File: src/rtl/dice_race_pkg.sv
`default_nettype none
// ============================================================================
//  Module      : dice_race_pkg
//  Description : Shared types and constants for the DiceRace front-end menu
//                flow. Holds the menu state encoding and the intro-cursor
//                values used by menu_flow_ctrl and the UI.
//  Revision    : 1.0 - initial release
// ============================================================================
package dice_race_pkg;

    // Menu state encoding; also exported on state_code for debug LEDs.
    typedef enum logic [2:0] {
        MS_INTRO    = 3'd0,
        MS_GAME_ARM = 3'd1,
        MS_GAME     = 3'd2,
        MS_RESULT   = 3'd3,
        MS_END      = 3'd4
    } menu_state_t;

    // Intro cursor values for menu_select.
    localparam logic MENU_START = 1'b0;
    localparam logic MENU_END   = 1'b1;

endpackage : dice_race_pkg
`default_nettype wire

File: src/rtl/btn_press_filter.sv
`default_nettype none
// ============================================================================
//  Module      : btn_press_filter
//  Description : Turns one raw, asynchronous push-button into a clean
//                single-cycle press pulse: 2-FF synchroniser, level
//                debouncer, power-up arming and rising-edge detection.
//  Ports       : clk     - system clock
//                reset   - synchronous active-low reset (0 = reset)
//                btn_raw - raw button level, asynchronous to clk
//                press   - 1-cycle pulse on each accepted debounced 0->1
//  Revision    : 1.0 - initial release
// ============================================================================
module btn_press_filter #(
    parameter int DB_CYCLES = 1_000_000
) (
    input  logic clk,
    input  logic reset,
    input  logic btn_raw,
    output logic press
);

    localparam int                 c_CNT_W    = $clog2(DB_CYCLES + 1);
    localparam logic [c_CNT_W-1:0] c_CNT_LAST = c_CNT_W'(DB_CYCLES - 1);

    logic               r_sync1;
    logic               r_sync2;
    logic               r_db;
    logic               r_db_d;
    logic               r_armed;
    logic               r_press;
    logic [c_CNT_W-1:0] r_db_cnt;
    logic [c_CNT_W-1:0] r_arm_cnt;

    always_ff @(posedge clk) begin
        if (!reset) begin
            r_sync1   <= 1'b0;
            r_sync2   <= 1'b0;
            r_db      <= 1'b0;
            r_db_d    <= 1'b0;
            r_armed   <= 1'b0;
            r_press   <= 1'b0;
            r_db_cnt  <= '0;
            r_arm_cnt <= '0;
        end else begin
            r_sync1 <= btn_raw;
            r_sync2 <= r_sync1;
            r_db_d  <= r_db;

            // Debounce: the accepted level only moves after the synchronised
            // level has disagreed with it for DB_CYCLES consecutive cycles.
            if (r_sync2 == r_db) begin
                r_db_cnt <= '0;
            end else if (r_db_cnt == c_CNT_LAST) begin
                r_db     <= r_sync2;
                r_db_cnt <= '0;
            end else begin
                r_db_cnt <= r_db_cnt + 1'b1;
            end

            // Arming needs a genuinely observed low: the debounced level is
            // low AND the synchroniser has shown low for DB_CYCLES cycles.
            // The reset-cleared sync stages alone cannot arm, so a button
            // held through reset never yields a press.
            if (!r_armed) begin
                if (!r_db && !r_sync2) begin
                    if (r_arm_cnt == c_CNT_LAST) begin
                        r_armed <= 1'b1;
                    end else begin
                        r_arm_cnt <= r_arm_cnt + 1'b1;
                    end
                end else begin
                    r_arm_cnt <= '0;
                end
            end

            // Registered edge detect: one cycle after the debounced rise.
            r_press <= r_armed & r_db & ~r_db_d;
        end
    end

    assign press = r_press;

endmodule : btn_press_filter
`default_nettype wire

File: src/rtl/menu_flow_ctrl.sv
`default_nettype none
// ============================================================================
//  Module      : menu_flow_ctrl
//  Description : Front-end menu FSM for DiceRace. Filters BtnU/BtnD into
//                single-cycle presses and sequences
//                INTRO -> GAME_ARM -> GAME -> RESULT -> INTRO, or
//                INTRO -> END -> INTRO. Gates button ticks into the game
//                logic and issues a one-cycle game_clear on game entry.
//  Ports       : clk, reset (sync, active-low), start_btn (BtnU),
//                select_option (BtnD), winner_valid (from game logic)
//                state_code[2:0], is_intro/is_game/is_result/is_end,
//                menu_select (0 Start / 1 End), game_clear,
//                game_start_tick, event_tick
//  Revision    : 1.0 - initial release
// ============================================================================
module menu_flow_ctrl
    import dice_race_pkg::*;
#(
    parameter int DB_CYCLES          = 1_000_000,
    parameter int RESULT_HOLD_CYCLES = 500_000_000
) (
    input  logic       clk,
    input  logic       reset,
    input  logic       start_btn,
    input  logic       select_option,
    input  logic       winner_valid,
    output logic [2:0] state_code,
    output logic       is_intro,
    output logic       is_game,
    output logic       is_result,
    output logic       is_end,
    output logic       menu_select,
    output logic       game_clear,
    output logic       game_start_tick,
    output logic       event_tick
);

    localparam int                  c_HOLD_W    = (RESULT_HOLD_CYCLES > 1) ?
                                                  $clog2(RESULT_HOLD_CYCLES) : 1;
    localparam logic [c_HOLD_W-1:0] c_HOLD_LOAD = c_HOLD_W'(RESULT_HOLD_CYCLES - 1);

    logic                w_up_press;
    logic                w_dn_press;

    menu_state_t         r_state;
    menu_state_t         w_state_next;
    logic                r_menu_select;
    logic                w_menu_select_next;
    logic [c_HOLD_W-1:0] r_hold_cnt;
    logic [c_HOLD_W-1:0] w_hold_cnt_next;

    btn_press_filter #(
        .DB_CYCLES (DB_CYCLES)
    ) u_btn_up (
        .clk     (clk),
        .reset   (reset),
        .btn_raw (start_btn),
        .press   (w_up_press)
    );

    btn_press_filter #(
        .DB_CYCLES (DB_CYCLES)
    ) u_btn_dn (
        .clk     (clk),
        .reset   (reset),
        .btn_raw (select_option),
        .press   (w_dn_press)
    );

    // State register (with the cursor and RESULT hold counter).
    always_ff @(posedge clk) begin
        if (!reset) begin
            r_state       <= MS_INTRO;
            r_menu_select <= MENU_START;
            r_hold_cnt    <= '0;
        end else begin
            r_state       <= w_state_next;
            r_menu_select <= w_menu_select_next;
            r_hold_cnt    <= w_hold_cnt_next;
        end
    end

    // Next-state logic.
    always_comb begin
        w_state_next       = r_state;
        w_menu_select_next = r_menu_select;
        w_hold_cnt_next    = r_hold_cnt;
        case (r_state)
            MS_INTRO: begin
                // BtnU takes priority; a simultaneous BtnD is discarded.
                if (w_up_press) begin
                    w_state_next = (r_menu_select == MENU_START) ? MS_GAME_ARM : MS_END;
                end else if (w_dn_press) begin
                    w_menu_select_next = ~r_menu_select;
                end
            end
            MS_GAME_ARM: begin
                w_state_next = MS_GAME;
            end
            MS_GAME: begin
                if (winner_valid) begin
                    w_state_next    = MS_RESULT;
                    w_hold_cnt_next = c_HOLD_LOAD;
                end
            end
            MS_RESULT: begin
                // Exiting at zero means the counter never decrements past 0.
                if ((r_hold_cnt == '0) || w_up_press) begin
                    w_state_next       = MS_INTRO;
                    w_menu_select_next = MENU_START;
                    w_hold_cnt_next    = '0;
                end else begin
                    w_hold_cnt_next = r_hold_cnt - 1'b1;
                end
            end
            MS_END: begin
                if (w_up_press) begin
                    w_state_next       = MS_INTRO;
                    w_menu_select_next = MENU_START;
                end
            end
            default: begin
                w_state_next = MS_INTRO;
            end
        endcase
    end

    // Output decode from registered state. Ticks combine the registered
    // state with the registered press so they appear in the press cycle.
    always_comb begin
        state_code      = r_state;
        is_intro        = (r_state == MS_INTRO);
        is_game         = (r_state == MS_GAME);
        is_result       = (r_state == MS_RESULT);
        is_end          = (r_state == MS_END);
        menu_select     = r_menu_select;
        game_clear      = (r_state == MS_GAME_ARM);
        game_start_tick = (r_state == MS_GAME) & w_up_press;
        event_tick      = (r_state == MS_GAME) & w_dn_press;
    end

endmodule : menu_flow_ctrl
`default_nettype wire

File: config.mk
export PLATFORM = sky130hd
export DESIGN_NAME = menu_flow_ctrl
export DESIGN_NICKNAME = d
export VERILOG_FILES = /design/src/rtl/dice_race_pkg.sv /design/src/rtl/btn_press_filter.sv /design/src/rtl/menu_flow_ctrl.sv
export SDC_FILE = /design/constraint.sdc
export NUM_CORES = 1
export LEC_CHECK = 0
export CORE_MARGIN = 4
export CORE_UTILIZATION = 50
export DETAILED_ROUTE_END_ITERATION = 8
export GPL_TIMING_DRIVEN = 1
export PLACE_DENSITY = 0.67
export SYNTH_ARGS = -nofsm -noshare
export SYNTH_HDL_FRONTEND = slang
export SYNTH_HIERARCHICAL = 1
export SYNTH_SLANG_ARGS = --single-unit
File: constraint.sdc
create_clock -name clk -period 6.1 [get_ports clk]
set_input_delay 1.83 -clock clk [delete_from_list [all_inputs] [get_ports clk]]
set_output_delay 1.83 -clock clk [all_outputs]
set_load 0.005 [all_outputs]
# Yosys cells after proc, flatten, opt, wreduce, memory -nomap -nowiden
# Cells that the tools add are included.
# totals
ff_bits	125
out_inout_bits	11
wordCells	100
inputBits	5
# op_classes
n_addsub	5
muxes	24
eq_ne	18
reduce_logical	20
bitwise	14
# ops
operator	n
20-bit by 1-bit adder with 20-bit output (second input constant)	4
20-bit == test (second input constant)	4
20-bit two-way mux	4
29-bit two-way mux	2
29-bit case mux with 2 select lines	1
29-bit zero test	1
29-bit by 1-bit subtractor with 29-bit output (second input constant)	1
3-bit two-way mux	5
3-bit case mux with 5 select lines	1
1-bit two-way mux	10
2-bit AND reduction	5
2-bit by 1-bit inequality test with 1-bit output (second input constant)	4
2-bit inequality test (second input constant)	4
1-bit NOT	8
1-bit bitwise AND	6
3-bit by 2-bit == test with 1-bit output (second input constant)	2
3-bit OR reduction	2
5-bit AND reduction	1
1-bit zero test	4
4-bit AND reduction	1
3-bit by 1-bit == test with 1-bit output (second input constant)	1
3-bit == test (second input constant)	1
3-bit zero test	1
1-bit case mux with 3 select lines	1
5 further kinds	7

# Depth between registers and ports, before layout
# Gate-level depths: netlist (run 1).
# depth
word_depth	4
ltp_mapped	9
depth_no_buf	7

# Modules after synthesis
# The synthesis (run 1) kept the hierarchy.
# by_module_without_submodules
module	cells_per_inst	n_inst	area_per_inst_um2
btn_press_filter at u_btn_up	259	1	2267.2
btn_press_filter at u_btn_dn	258	1	2175.8
menu_flow_ctrl	251	1	2092.0

# Worst setup path before layout (run 1)
# Ideal clock, no wire load.
# synth_path
kind	input to register
from	input reset
to	register r_hold_cnt[25]
required_time_ns	6.025
n_path_buf	2
slack_ns	2.840
stages	6
arrival_time_ns	3.185
setup_time_ns	0.075
path_cell_list	clkbuf_1 inv_1 nor3_1 clkbuf_1 nand3_1 a31oi_1
# synth_lines
element	line	rtl
from (decl)	menu_flow_ctrl.sv:23	input logic reset,
to (signal assigned)	menu_flow_ctrl.sv:79	r_hold_cnt <= w_hold_cnt_next;
to (decl)	menu_flow_ctrl.sv:49	logic [c_HOLD_W-1:0] r_hold_cnt;

# Worst setup path after layout (run 1)
# layout_path
from	register r_state[1], in the netlist state_code[1]
to	output is_result
# layout_via
elab_chain_len	1
# layout_rtl
element	line	rtl
from (decl)	menu_flow_ctrl.sv:45	menu_state_t r_state;
from (signal assigned)	menu_flow_ctrl.sv:77	r_state <= w_state_next;
3-bit by 2-bit == test with 1-bit output	menu_flow_ctrl.sv:134	is_result = (r_state == MS_RESULT);
to (decl)	menu_flow_ctrl.sv:30	output logic is_result,
# Every way passes these cells.

==> flow_summary_export.csv, run 1 <==
group,metric,value,unit
critical_path,worstPathArrival,2.54,ns
route,firstDrtPassIters,5,
critical_path,slowest_stage,"clkdlybuf4s50_1",
sta,setup_viol,0,
synthesis,async_flop_share,0,%
route,vias,5820,
critical_path,cp-end-kind,"primary output",
die,dieArea,15000,µm²
route,ant_nets,0,
cells_and_area,antenna_cells,0,
synthesis,yosysTopAreaCellShare,38.3,%
cells_and_area,layout-drive-gt1-share,9.62,%
cells_and_area,area_delta_synth_final,12.8,%
synthesis,syn_inst,768,
critical_path,start_kind,"register",
run,max_cap_violations,0,
clocking,ctsResizeCount,0,
critical_path,reg2reg_from,"r_hold_cnt[0]",
sta,period_share,71.6,%
sta,rsz0062_at_grt,"no",
pwr,p_seq_share,41.7,%
die,coreArea,12700,µm²
critical_path,cp.required,4.27,ns
pwr,p_clk_share,55.7,%
pwr,power.internal,1.59,mW
critical_path,rr_worst_depth,7,
cells_and_area,final_area,7370,µm²
route,drtIter0Drc,413,
synthesis,synth_nets,780,
critical_path,critPathCapture,"is_result",
die,die-width,122,µm
route,drc,0,
sta,maxSlewViolCount,0,
synthesis,yosysUniqueCellTypes,86,
grt,antenna_found_initial,0,
die,io_pins,16,
clocking,ctsRootBufferMaster,"clkbuf_16",
critical_path,critPathMaxFanout,25,
clocking,cts_buffer_depth,2,
placement,place_area,6730,µm²
clocking,postCtsSetupBuffers,0,
pwr,power.leakage,2.55,nW
critical_path,crit_chain,"nand3b_2 -> inv_1 -> clkdlybuf4s50_1",
sta,fin_worst_skew,0.00972,ns
die,fp.dieH,122,µm
critical_path,reg2reg_slack,3.35,ns
pwr,powerDensity,269,nW/µm²
critical_path,cpPeakStageDelay,0.59,ns
placement,numPortBuffers,15,
die,start_util,51.4,%
clocking,numCtsBuffers,17,
status,status,"completed",
route,wl_per_cell,15.4,µm
pwr,p_sw,395,µW
grt,grt_pass1_wl,25.0,mm
pwr,p_sw_share,19.9,%
critical_path,critPathKind,"register to primary output",
route,wirelength,14.6,mm
cells_and_area,finalNetCount,779,
sta,finalHoldViolCount,0,
grt,grt_pass1_vias,5343,
critical_path,startpoint,"state_code[1]",
placement,gp_congestion,0.862,
grt,overflow,0,
cells_and_area,fillers,1147,
placement,place_ws,2.18,ns
pwr,power_frac_comb,2.6,%
min_path,hold_class,"register to register",
pwr,peakVddDrop,0.000190,V
clocking,clk_latency,0.42,ns
synthesis,synth.area.top_cells,"dfxtp_1 38%, nor2_1 3.8%, nand3_1 3.5%",
grt,grt_max_degree,66,
clocking,tritoncts,"done",
clocking,clk_pin_slew,0.05,ns
sta,final.setup.worst_slack,1.73,ns
placement,dp_hpwl,9.47,mm
synthesis,synth_edf_count,0,
synthesis,syn_area,6540,µm²
sta,fmaxAchievable,229,MHz
synthesis,avgSynthCellArea,8.51,µm²
route,via_per_inst,6.11,
clocking,cts_hold_buf,0,
clocking,cts.htree.levels,4,
sta,fin_crit,4.37,ns
synthesis,yosysSeqAreaShare,38.3,%
cells_and_area,stdcell_count,952,
synthesis,synthFlopType,"dfxtp_1",
grt,grt_usage,20.4,%
placement,dp_cells,920,
die,fp-row-count,41,
clocking,clock_sinks,125,
synthesis,ys_warn_count,6,
sta,relSlewSlack,47.4,%
synthesis,synth_area_leader_cell,"dfxtp_1",
sta,tightest_slew,0.790,ns
min_path,hold_depth,1,
sta,setup_tns,0,ns
critical_path,timing.rr.end,"r_hold_cnt[5]",
synthesis,ys_ff_latch,125,
==> registers in the layout, indices dropped and copies added, names as in the netlist, 3 cells and up <==
register / count
r_hold_cnt: 29
state_code: 3
u_btn_dn/r_arm_cnt: 20
u_btn_dn/r_db_cnt: 20
u_btn_up/r_arm_cnt: 20
u_btn_up/r_db_cnt: 20
==> layer usage <==
| metal | track usage, % | part of all wire, % |
|---|---|---|
| met5 | 0 | 0 |
| met4 | 7.00 | 1.3 |
| met3 | 5.48 | 5.2 |
| met2 | 33.7 | 48 |
| met1 | 25.9 | 46 |
==> power groups by stage <==
stage	clock network [mW]	logic [mW]	registers (mW)
2_1_floorplan	0	0.0406	0.843
6_report	1.10	0.0517	0.827
3_3_place_gp	0	0.0498	0.844
3_5_place_dp	0	0.0510	0.844
5_1_grt	1.16	0.0574	0.827
4_1_cts	1.12	0.0512	0.827
==> logic make-up after synthesis <==
group	after synthesis	share of synthesized area, %
multiplexers	5	0.766
XOR/XNOR	36	4.82
AND/OR/NAND/NOR	359	32.8
AO/OA/AOI/OAI	177	17.7
adder cells (fa/ha/maj)	7	1.34
buffers and inverters	59	4.23
flip-flops	125	38.3
==> worst max-delay path: cells and delay by family, from the launching register on <==
kind | cells | cell delay (ns)
buffers and inverters | 2 | 1.09
and+or+nand+nor | 1 | 0.48
DFF | 1 | 0.55
==> per-stage QoR <==
step / hold WS [ns] / total power [mW] / util [%]
global placement: 0.412 / 0.894 / 52.9
finish: 0.411 / 1.98 / 58.0
global route: 0.436 / 2.05 / 58.0
detailed placement: 0.416 / 0.895 / 52.9
CTS: 0.423 / 2.00 / 58.0
floorplan: 0.374 / 0.884 / -
==> how the worst min path moves through the flow <==
| stage | endpoint | startpoint |
|---|---|---|
| 2_1_floorplan | u_btn_dn/press | u_btn_dn/r_db_d |
| 6_report | u_btn_dn/press | u_btn_dn/r_db_d |
| 5_1_grt | u_btn_dn/press | u_btn_dn/r_db_d |
| 4_1_cts | u_btn_dn/press | u_btn_dn/r_db_d |
| 3_5_place_dp | u_btn_dn/press | u_btn_dn/r_db_d |
| 3_3_place_gp | u_btn_dn/press | u_btn_dn/r_db_d |
==> layout make-up <==
class / count / area, µm² / share of cell area (%)
clock buffers: 27 / 523 / 7.09
flip-flops and latches: 125 / 2500 / 33.9
clock inverters: 5 / 125 / 1.70
repair buffers: 18 / 168 / 2.27
inverters: 21 / 78.8 / 1.07
multi-input cells: 584 / 3760 / 51.0
well taps: 172 / 215 / 2.92
==> layout by cell type, fill, tap and decap left out, types with 6 or more instances in the layout <==
cell and count:
nor3_1 21, o22ai_1 6, nor2_1 67, a31oi_1 24, nand2_1 60, o21a_1 6, dfxtp_1 125, and3_1 11
ha_1 7, nand4_1 33, xor2_1 25, o211ai_1 9, nor4_1 8, a21boi_1 7, xnor2_1 11, o21ai_1 11
inv_1 19, clkbuf_8 6, nand3_1 46, a21oi_1 44, and2_1 15, and4_1 8, clkdlybuf4s50_1 14, or4_1 12
o21ai_0 32, or3_1 17, clkbuf_16 17
==> cell usage after synthesis (3+ instances only) <==
master and count:
inv_1 19, and3_1 11, nor2_1 67, o21ai_0 32, o21ai_1 11, a21oi_1 44
or2_2 3, nor2b_1 3, xnor2_1 11, nand2_1 60, clkbuf_8 3, nand3b_1 5
a21boi_0 3, and4_1 8, a21boi_1 7, ha_1 7, nor3_1 21, o311ai_0 3
nand4_1 33, mux2i_1 5, a41oi_1 4, xor2_1 25, dfxtp_1 125, nand4b_1 3
o21a_1 6, buf_4 3, o211ai_1 9, o22ai_1 6, or4b_1 4, and2_1 15
nand3_1 46, clkbuf_1 26, a31oi_1 24, or3_1 17, or4bb_1 4, buf_2 5
or4_1 12, nor4_2 4, o31ai_1 3, nor4_1 8
Power figures use the tool's default switching activity.
==> run 2: changes to the inputs <==
==> constraint.sdc (replaced) <==
create_clock -name clk -period 4.3 [get_ports clk]
set_input_delay 1.29 -clock clk [delete_from_list [all_inputs] [get_ports clk]]
set_output_delay 1.29 -clock clk [all_outputs]
set_load 0.005 [all_outputs]
==> flow_summary_export.csv, run 2 (synthesized netlist as in run 1, its figures left out) <==
group,metric,value,unit
critical_path,cp.required,3.01,ns
route,via_per_inst,6.07,
die,die-width,122,µm
cells_and_area,final_area,7300,µm²
critical_path,critPathBufInv,2,
sta,rsz0062_at_grt,"no",
cells_and_area,stdcell_count,954,
grt,overflow,0,
sta,fmaxAchievable,295,MHz
cells_and_area,layout_common_cells,"125 x dfxtp_1, 67 x nor2_1, 60 x nand2_1",
route,vias,5792,
critical_path,crit_chain,"nand3b_2 -> inv_1 -> clkdlybuf4s50_1",
route,wl_met2,7.09,mm
sta,hold_slack,0.416,ns
sta,maxSlewViolCount,0,
cells_and_area,area_delta_synth_final,11.8,%
clocking,clock_sinks,125,
critical_path,crit_family,"buffers and inverters",
sta,tightest_slew,0.763,ns
critical_path,start_kind,"register",
sta,period_share,78.9,%
placement,dp_hpwl,9.73,mm
die,fp.dieH,122,µm
run,max_cap_violations,0,
route,wl_per_cell,15.8,µm
critical_path,cpPeakStageDelay,0.60,ns
critical_path,slowest_stage,"clkdlybuf4s50_1",
grt,grt_max_degree,54,
die,start_util,51.4,%
route,firstDrtPassIters,5,
placement,place_area,6740,µm²
cells_and_area,finalNetCount,781,
clocking,cts_hold_buf,0,
die,coreArea,12700,µm²
critical_path,critPathKind,"register to primary output",
pwr,peakVddDrop,0.000314,V
route,top_layer_used,"met4",
die,fp-row-count,41,
grt,antenna_found_initial,0,
sta,setup_viol,0,
sta,finalHoldViolCount,0,
sta,relSlewSlack,49.0,%
cells_and_area,largest_reg_flops,29,
route,drc,0,
placement,gp_congestion,0.840,
route,wirelength,15.1,mm
clocking,clk_pin_slew,0.06,ns
placement,dp_cells,922,
cells_and_area,layout-drive-gt1-share,10.2,%
cells_and_area,final_common_cell,"dfxtp_1",
clocking,ctsRootBufferMaster,"clkbuf_16",
clocking,postCtsSetupBuffers,0,
clocking,clk_latency,0.42,ns
cells_and_area,regMostFlops,"r_hold_cnt",
die,io_pins,16,
route,dr_wl_met3,804,µm
placement,numPortBuffers,15,
cells_and_area,antenna_cells,0,
critical_path,critPathMaxFanout,14,
route,met1_length,6.99,mm
clocking,cts.htree.levels,4,
clocking,ctsResizeCount,0,
grt,grt_pass1_vias,5552,
sta,fin_worst_skew,0.00922,ns
critical_path,worstPathArrival,2.10,ns
route,drtIter0Drc,506,
status,status,"completed",
pwr,powerDensity,356,nW/µm²
cells_and_area,finalCoreUtilization,57.4,%
clocking,cts_buffer_depth,2,
sta,setup_tns,0,ns
sta,fin_crit,3.39,ns
die,dieArea,15000,µm²
min_path,hold_class,"register to register",
grt,grt_pass1_wl,26.2,mm
pwr,power.leakage,2.51,nW
route,ant_nets,0,
grt,grt_usage,21.3,%
critical_path,cp-end-kind,"primary output",
clocking,numCtsBuffers,17,
clocking,tritoncts,"done",
-- run 2: worst register-to-register path: stages (launching register included) --
cell     delay [ns]
dfxtp_1        0.34
inv_1          0.09
ha_1           0.21
nor4b_4        0.45
and4_1         0.42
a41oi_2        0.44
and4b_1        0.41
o31a_1         0.27
-- run 2: final cells by class --
class / count / area (µm²)
fill: 1192 / 5420
tap: 172 / 215
timing repair buffer: 20 / 183
clock inverter: 11 / 92.6
sequential: 125 / 2500
multi-input combinational: 584 / 3760
inverter: 21 / 78.8
clock buffer: 21 / 470
-- run 2: stage by stage --
stage / power (mW) / worst slack (ns)
after detailed placement: 1.27 / 1.21
after floorplan: 1.25 / 1.58
after global placement: 1.27 / 1.29
after global routing: 2.69 / 0.750
final: 2.60 / 0.909
after CTS: 2.63 / 0.887
-- run 2: path summary, 6_finish.rpt --
kind | startpoint | end | slack (ns) | cells after the start
setup reg to reg | r_hold_cnt[0] | r_hold_cnt[5] | 1.56 | 7
setup / recovery | state_code[1] | is_result | 0.91 | 3
hold reg to reg | u_btn_dn/r_db_d | u_btn_dn/press | 0.42 | 1
hold / removal | u_btn_dn/r_db_d | u_btn_dn/press | 0.42 | 1
-- run 2: power by group --
group / switching [mW] / internal, mW
sequential: 0.00717 / 1.17
clock: 0.523 / 0.833
combinational: 0.0486 / 0.0253
total: 0.579 / 2.02
-- run 2: routing by layer --
layer	GRT usage, %	up-vias
li1	-	2862
met1	27.2	2759
met2	34.6	154
met3	6.08	17
met4	7.35	0
met5	0	-
==> run 3: changes to the inputs <==
--- a/config.mk
+++ b/config.mk
@@ -9,7 +9,7 @@
 export CORE_UTILIZATION = 50
 export DETAILED_ROUTE_END_ITERATION = 8
 export GPL_TIMING_DRIVEN = 1
-export PLACE_DENSITY = 0.67
+export PLACE_DENSITY = 0.69
 export SYNTH_ARGS = -nofsm -noshare
 export SYNTH_HDL_FRONTEND = slang
 export SYNTH_HIERARCHICAL = 1
==> constraint.sdc (replaced) <==
create_clock -name clk -period 3.1 [get_ports clk]
set_input_delay 0.93 -clock clk [delete_from_list [all_inputs] [get_ports clk]]
set_output_delay 0.93 -clock clk [all_outputs]
set_load 0.005 [all_outputs]
==> flow_summary_export.csv, run 3 (synthesized netlist as in run 1, its figures left out) <==
group,metric,value,unit
critical_path,reg2reg_from,"r_hold_cnt[0]",
placement,place_ws,0.535,ns
sta,final.setup.worst_slack,0.235,ns
grt,antenna_found_initial,0,
sta,setup_viol,0,
route,dr_wl_met3,675,µm
clocking,clk_pin_slew,0.05,ns
clocking,clk_latency,0.42,ns
critical_path,timing.rr.end,"r_hold_cnt[10]",
critical_path,slowest_stage,"dfxtp_1",
pwr,power.leakage,2.56,nW
critical_path,cp.required,2.17,ns
route,via_per_inst,6.13,
sta,fmaxAchievable,349,MHz
cells_and_area,area_delta_synth_final,12.9,%
route,drc,0,
route,drtIter0Drc,397,
min_path,hold_class,"register to register",
route,wl_per_cell,15.5,µm
clocking,numCtsBuffers,17,
min_path,holdCritStartpoint,"u_btn_dn/r_db_d",
grt,grt_usage,21.4,%
die,die-width,122,µm
sta,setup_tns,0,ns
sta,relSlewSlack,48.0,%
cells_and_area,finalCoreUtilization,58.0,%
clocking,cts.htree.levels,4,
clocking,ctsRootBufferMaster,"clkbuf_16",
pwr,peakVddDrop,0.000381,V
clocking,tritoncts,"done",
critical_path,crit_chain,"nor3b_2 -> and2_1 -> clkdlybuf4s50_1",
critical_path,rr_worst_depth,8,
grt,grt_max_degree,25,
placement,gp_congestion,0.875,
sta,finalHoldViolCount,0,
clocking,clock_sinks,125,
grt,grt_pass1_wl,26.5,mm
cells_and_area,stdcell_count,957,
critical_path,worstPathArrival,1.93,ns
sta,tightest_slew,0.773,ns
cells_and_area,finalNetCount,789,
status,status,"completed",
grt,overflow,0,
die,fp.dieH,122,µm
die,io_pins,16,
critical_path,cpPeakStageDelay,0.55,ns
route,wirelength,14.9,mm
cells_and_area,layout_common_cells,"125 x dfxtp_1, 67 x nor2_1, 60 x nand2_1",
critical_path,reg2reg_slack,0.61,ns
grt,grt_pass1_vias,5753,
sta,rsz0062_at_grt,"no",
cells_and_area,regMostFlops,"r_hold_cnt",
die,dieArea,15000,µm²
placement,dp_cells,930,
clocking,cts_hold_buf,0,
cells_and_area,layout-drive-gt1-share,10.8,%
die,coreArea,12700,µm²
route,ant_nets,0,
pwr,powerDensity,501,nW/µm²
cells_and_area,largest_reg_flops,29,
critical_path,start_kind,"register",
critical_path,cp-end-kind,"primary output",
clocking,cts_buffer_depth,2,
cells_and_area,antenna_cells,0,
critical_path,startpoint,"state_code[1]",
route,top_layer_used,"met4",
run,max_cap_violations,0,
placement,numPortBuffers,15,
route,firstDrtPassIters,5,
sta,fin_crit,2.86,ns
die,fp-row-count,41,
sta,maxSlewViolCount,0,
critical_path,critPathCapture,"event_tick",
cells_and_area,final_common_cell,"dfxtp_1",
sta,fin_worst_skew,0.00736,ns
critical_path,critPathKind,"register to primary output",
sta,period_share,92.4,%
placement,dp_hpwl,9.85,mm
route,vias,5868,
die,start_util,51.4,%
route,wl_met2,7.12,mm
route,met1_length,6.86,mm
critical_path,critPathMaxFanout,13,
## run 3: cell types whose count changed in the layout (fill, tap and decap cells not counted)
cell / delta
nor3b_2: +1
clkbuf_1: -1
clkbuf_8: -1
clkinv_2: -2
clkinvlp_4: -3
bufinv_16: +2
nor3b_1: -1
buf_4: +8
## run 3: worst min path at each step
stage / to / slack, ns / depth (start not counted)
2_1_floorplan: u_btn_dn/press / 0.37 / 1
3_3_place_gp: u_btn_dn/press / 0.39 / 1
3_5_place_dp: u_btn_dn/press / 0.38 / 1
4_1_cts: u_btn_dn/press / 0.39 / 1
5_1_grt: u_btn_dn/press / 0.43 / 1
6_report: u_btn_dn/press / 0.39 / 1
## run 3: routing by layer
layer  global-route usage (%)  vias up
li1                         -     2884
met1                     27.4     2824
met2                     35.0      139
met3                     4.56       21
met4                     9.10        0
met5                        0        -
## run 3: through the flow
step | hold slack, ns | instance area, µm² | power, mW
after floorplan | 0.374 | 6540 | 1.74
after global placement | 0.388 | 6800 | 1.76
after detailed placement | 0.381 | 6800 | 1.77
after CTS | 0.394 | 7370 | 3.74
after global routing | 0.426 | 7380 | 3.82
final | 0.395 | 7380 | 3.70
## run 3: timing repair
item,CTS,global route
setup buffers,0,0
resized for setup,0,1
endpoints found under the setup margin,0,2
## run 3: layout make-up
type	instances	area (µm²)
Sequential cell	125	2500
Fill cell	1175	5340
Timing Repair Buffer	28	243
Clock buffer	19	453
Tap cell	172	215
Inverter	21	78.8
Multi-Input combinational cell	584	3770
Clock inverter	8	120
## run 3: worst max-delay path: cells and delay by family (launching register included)
| family | cells | cell delay, ns |
|---|---|---|
| buffers and inverters | 1 | 0.50 |
| DFF | 1 | 0.55 |
| and+or+nand+nor | 2 | 0.47 |
## run 3: report_power, final
part | switching, mW | internal, mW | total (mW)
combinational | 0.0676 | 0.0387 | 0.106
sequential | 0.0103 | 1.62 | 1.63
clock | 0.690 | 1.28 | 1.97
==> RTL change (config.mk and constraints of run 3) <==
`DB_CYCLES` is set to 1_000_000 in 2 places; all go to 2_000_000.
--- a/src/rtl/btn_press_filter.sv
+++ b/src/rtl/btn_press_filter.sv
@@ -13,3 +13,3 @@
 module btn_press_filter #(
-    parameter int DB_CYCLES = 1_000_000
+    parameter int DB_CYCLES = 2_000_000
 ) (
--- a/src/rtl/menu_flow_ctrl.sv
+++ b/src/rtl/menu_flow_ctrl.sv
@@ -18,3 +18,3 @@
 #(
-    parameter int DB_CYCLES          = 1_000_000,
+    parameter int DB_CYCLES          = 2_000_000,
     parameter int RESULT_HOLD_CYCLES = 500_000_000
Behaviour: same outputs for any inputs over 10 cycles, from zero or initial values and one cycle with reset low; that may be too few to reach the edited logic, so the function may still have changed.
==> RTL change against run 3 <==
- setup slack better by 0.0096 ns
- sequential cell count rose by 4
- routed wire length increased by 3.0%
- area after synthesis grew 3.0%
- design area increased by 2.2%
- total power fell by 1.4%
- final cell count is 3.1% higher
- non-clock buffer count fell by 1
- fmax is 0.34% higher
==> RTL change: results (changes against run 3) <==
top cells by area, synth = dfxtp_1 38%, nor2_1 4.2%, nand2_1 3.7%, a21oi_1 3.6%, xor2_1 3.6%
post-DP HPWL = 10,100 um (+2.8%)
number of global-route vias before repair = 5,682 (-1.2%)
clk_skew = 0.00411 ns (-0.00325 ns)
clock latency on the worst-skew pair = 0.41 ns
slew of the pin with the lowest slew margin = 0.825 ns (+0.0520 ns)
Leakage = 0.00262 uW (+2.2%)
GPL Wtd Cong = 0.839 (-4.1%)
Routed Antenna Nets = 0 (unchanged)
synth cell count leaders = 129 x dfxtp_1, 76 x nor2_1, 66 x nand2_1
gr usage total = 21.1% (-0.37 points)
Netlist cell types = 84 (-2.3%)
post-synthesis sequential area ratio = 38.4% (+0.086 points)
Max Root-Sink Buffers = 2 (unchanged)
detailed-route via count = 6,066 (+3.4%)
Post-CTS Setup Repair Bufs = 0 (unchanged)
DRT iter0 DRCs = 446 (+12%)
pre-CTS WS = 0.542 ns (+0.00729 ns)
layout cells sized above 1 = 10.2% (-0.59 points)
first-pass GRT wire length = 26,500 um (about the same)
CTS root buf = clkbuf_16
largest net degree at the start of global routing = 60 (+140%)
status = completed
WL/cell = 15.5 um (-0.11%)
Syn Nets = 805 (+3.2%)
first drt pass iteration count = 6 (+1)
peak supply drop = 0.376 mV (-1.2%)
## RTL change: timing repair
item / 4_1_cts / 5_1_grt
gates resized for setup: 0 / 1
endpoints found under the setup margin: 0 / 2
hold buffers: 0 / 0
## RTL change: worst reg2reg max path: stages, from the launching register on
cell	delay, ns
dfxtp_1	0.34
inv_1	0.10
ha_1	0.23
nor4b_4	0.20
buf_4	0.19
and4_1	0.32
nand4_2	0.45
nand2_1	0.36
o311ai_0	0.16
## RTL change: area by class of cell
type	instances	area (um^2)	share of cell area, %
tap	176	220	2.92
clock inverter	6	55.1	0.730
multi-input combinational	604	3870	51.3
sequential	129	2580	34.2
inverter	20	75.1	0.995
clock buffer	25	495	6.57
timing repair buffer	27	248	3.28
## RTL change: cell families (layout without fill, tap and decap cells)
| logic type | count (synthesis) | in the layout | share of synthesized area (%) |
|---|---|---|---|
| xor+xnor | 38 | 38 | 4.95 |
| flops | 129 | 129 | 38.4 |
| buf+inv | 60 | 78 | 4.33 |
| mux | 7 | 7 | 1.06 |
| fa+ha+maj | 7 | 7 | 1.30 |
| compound gates | 182 | 182 | 17.8 |
| simple gates | 370 | 370 | 32.2 |
## RTL change: worst paths after layout
kind / startpoint / slack (ns) / to
worst max-delay path: state_code[1] / 0.24 / event_tick
worst min-delay path: u_btn_dn/r_db_d / 0.40 / u_btn_dn/press
worst max register to register: r_hold_cnt[0] / 0.61 / r_hold_cnt[10]
worst min register to register: u_btn_dn/r_db_d / 0.40 / u_btn_dn/press
## RTL change: power by group
part	internal [uW]	switching, uW
logic	41.0	71.9
registers	1670	11.3
clock network	1180	680
total	2890	763
## RTL change: layer usage
metal | vias up | global-route usage (%) | part of all wire, % | wire (um)
li1 | 2980 | - | - | -
met1 | 2886 | 27.3 | 46 | 6990
met2 | 184 | 34.2 | 48 | 7370
met3 | 16 | 4.72 | 5.2 | 799
met4 | 0 | 8.28 | 1.1 | 170
met5 | - | 0 | 0 | 0
## RTL change: per-stage QoR
step	total power, uW	area, um^2	hold slack [ns]	cells
CTS	3690	7540	0.398	987
global placement	1820	6990	0.393	956
finish	3650	7540	0.400	987
global route	3770	7540	0.419	987
detailed placement	1830	6990	0.391	956
floorplan	1800	6730	0.376	793
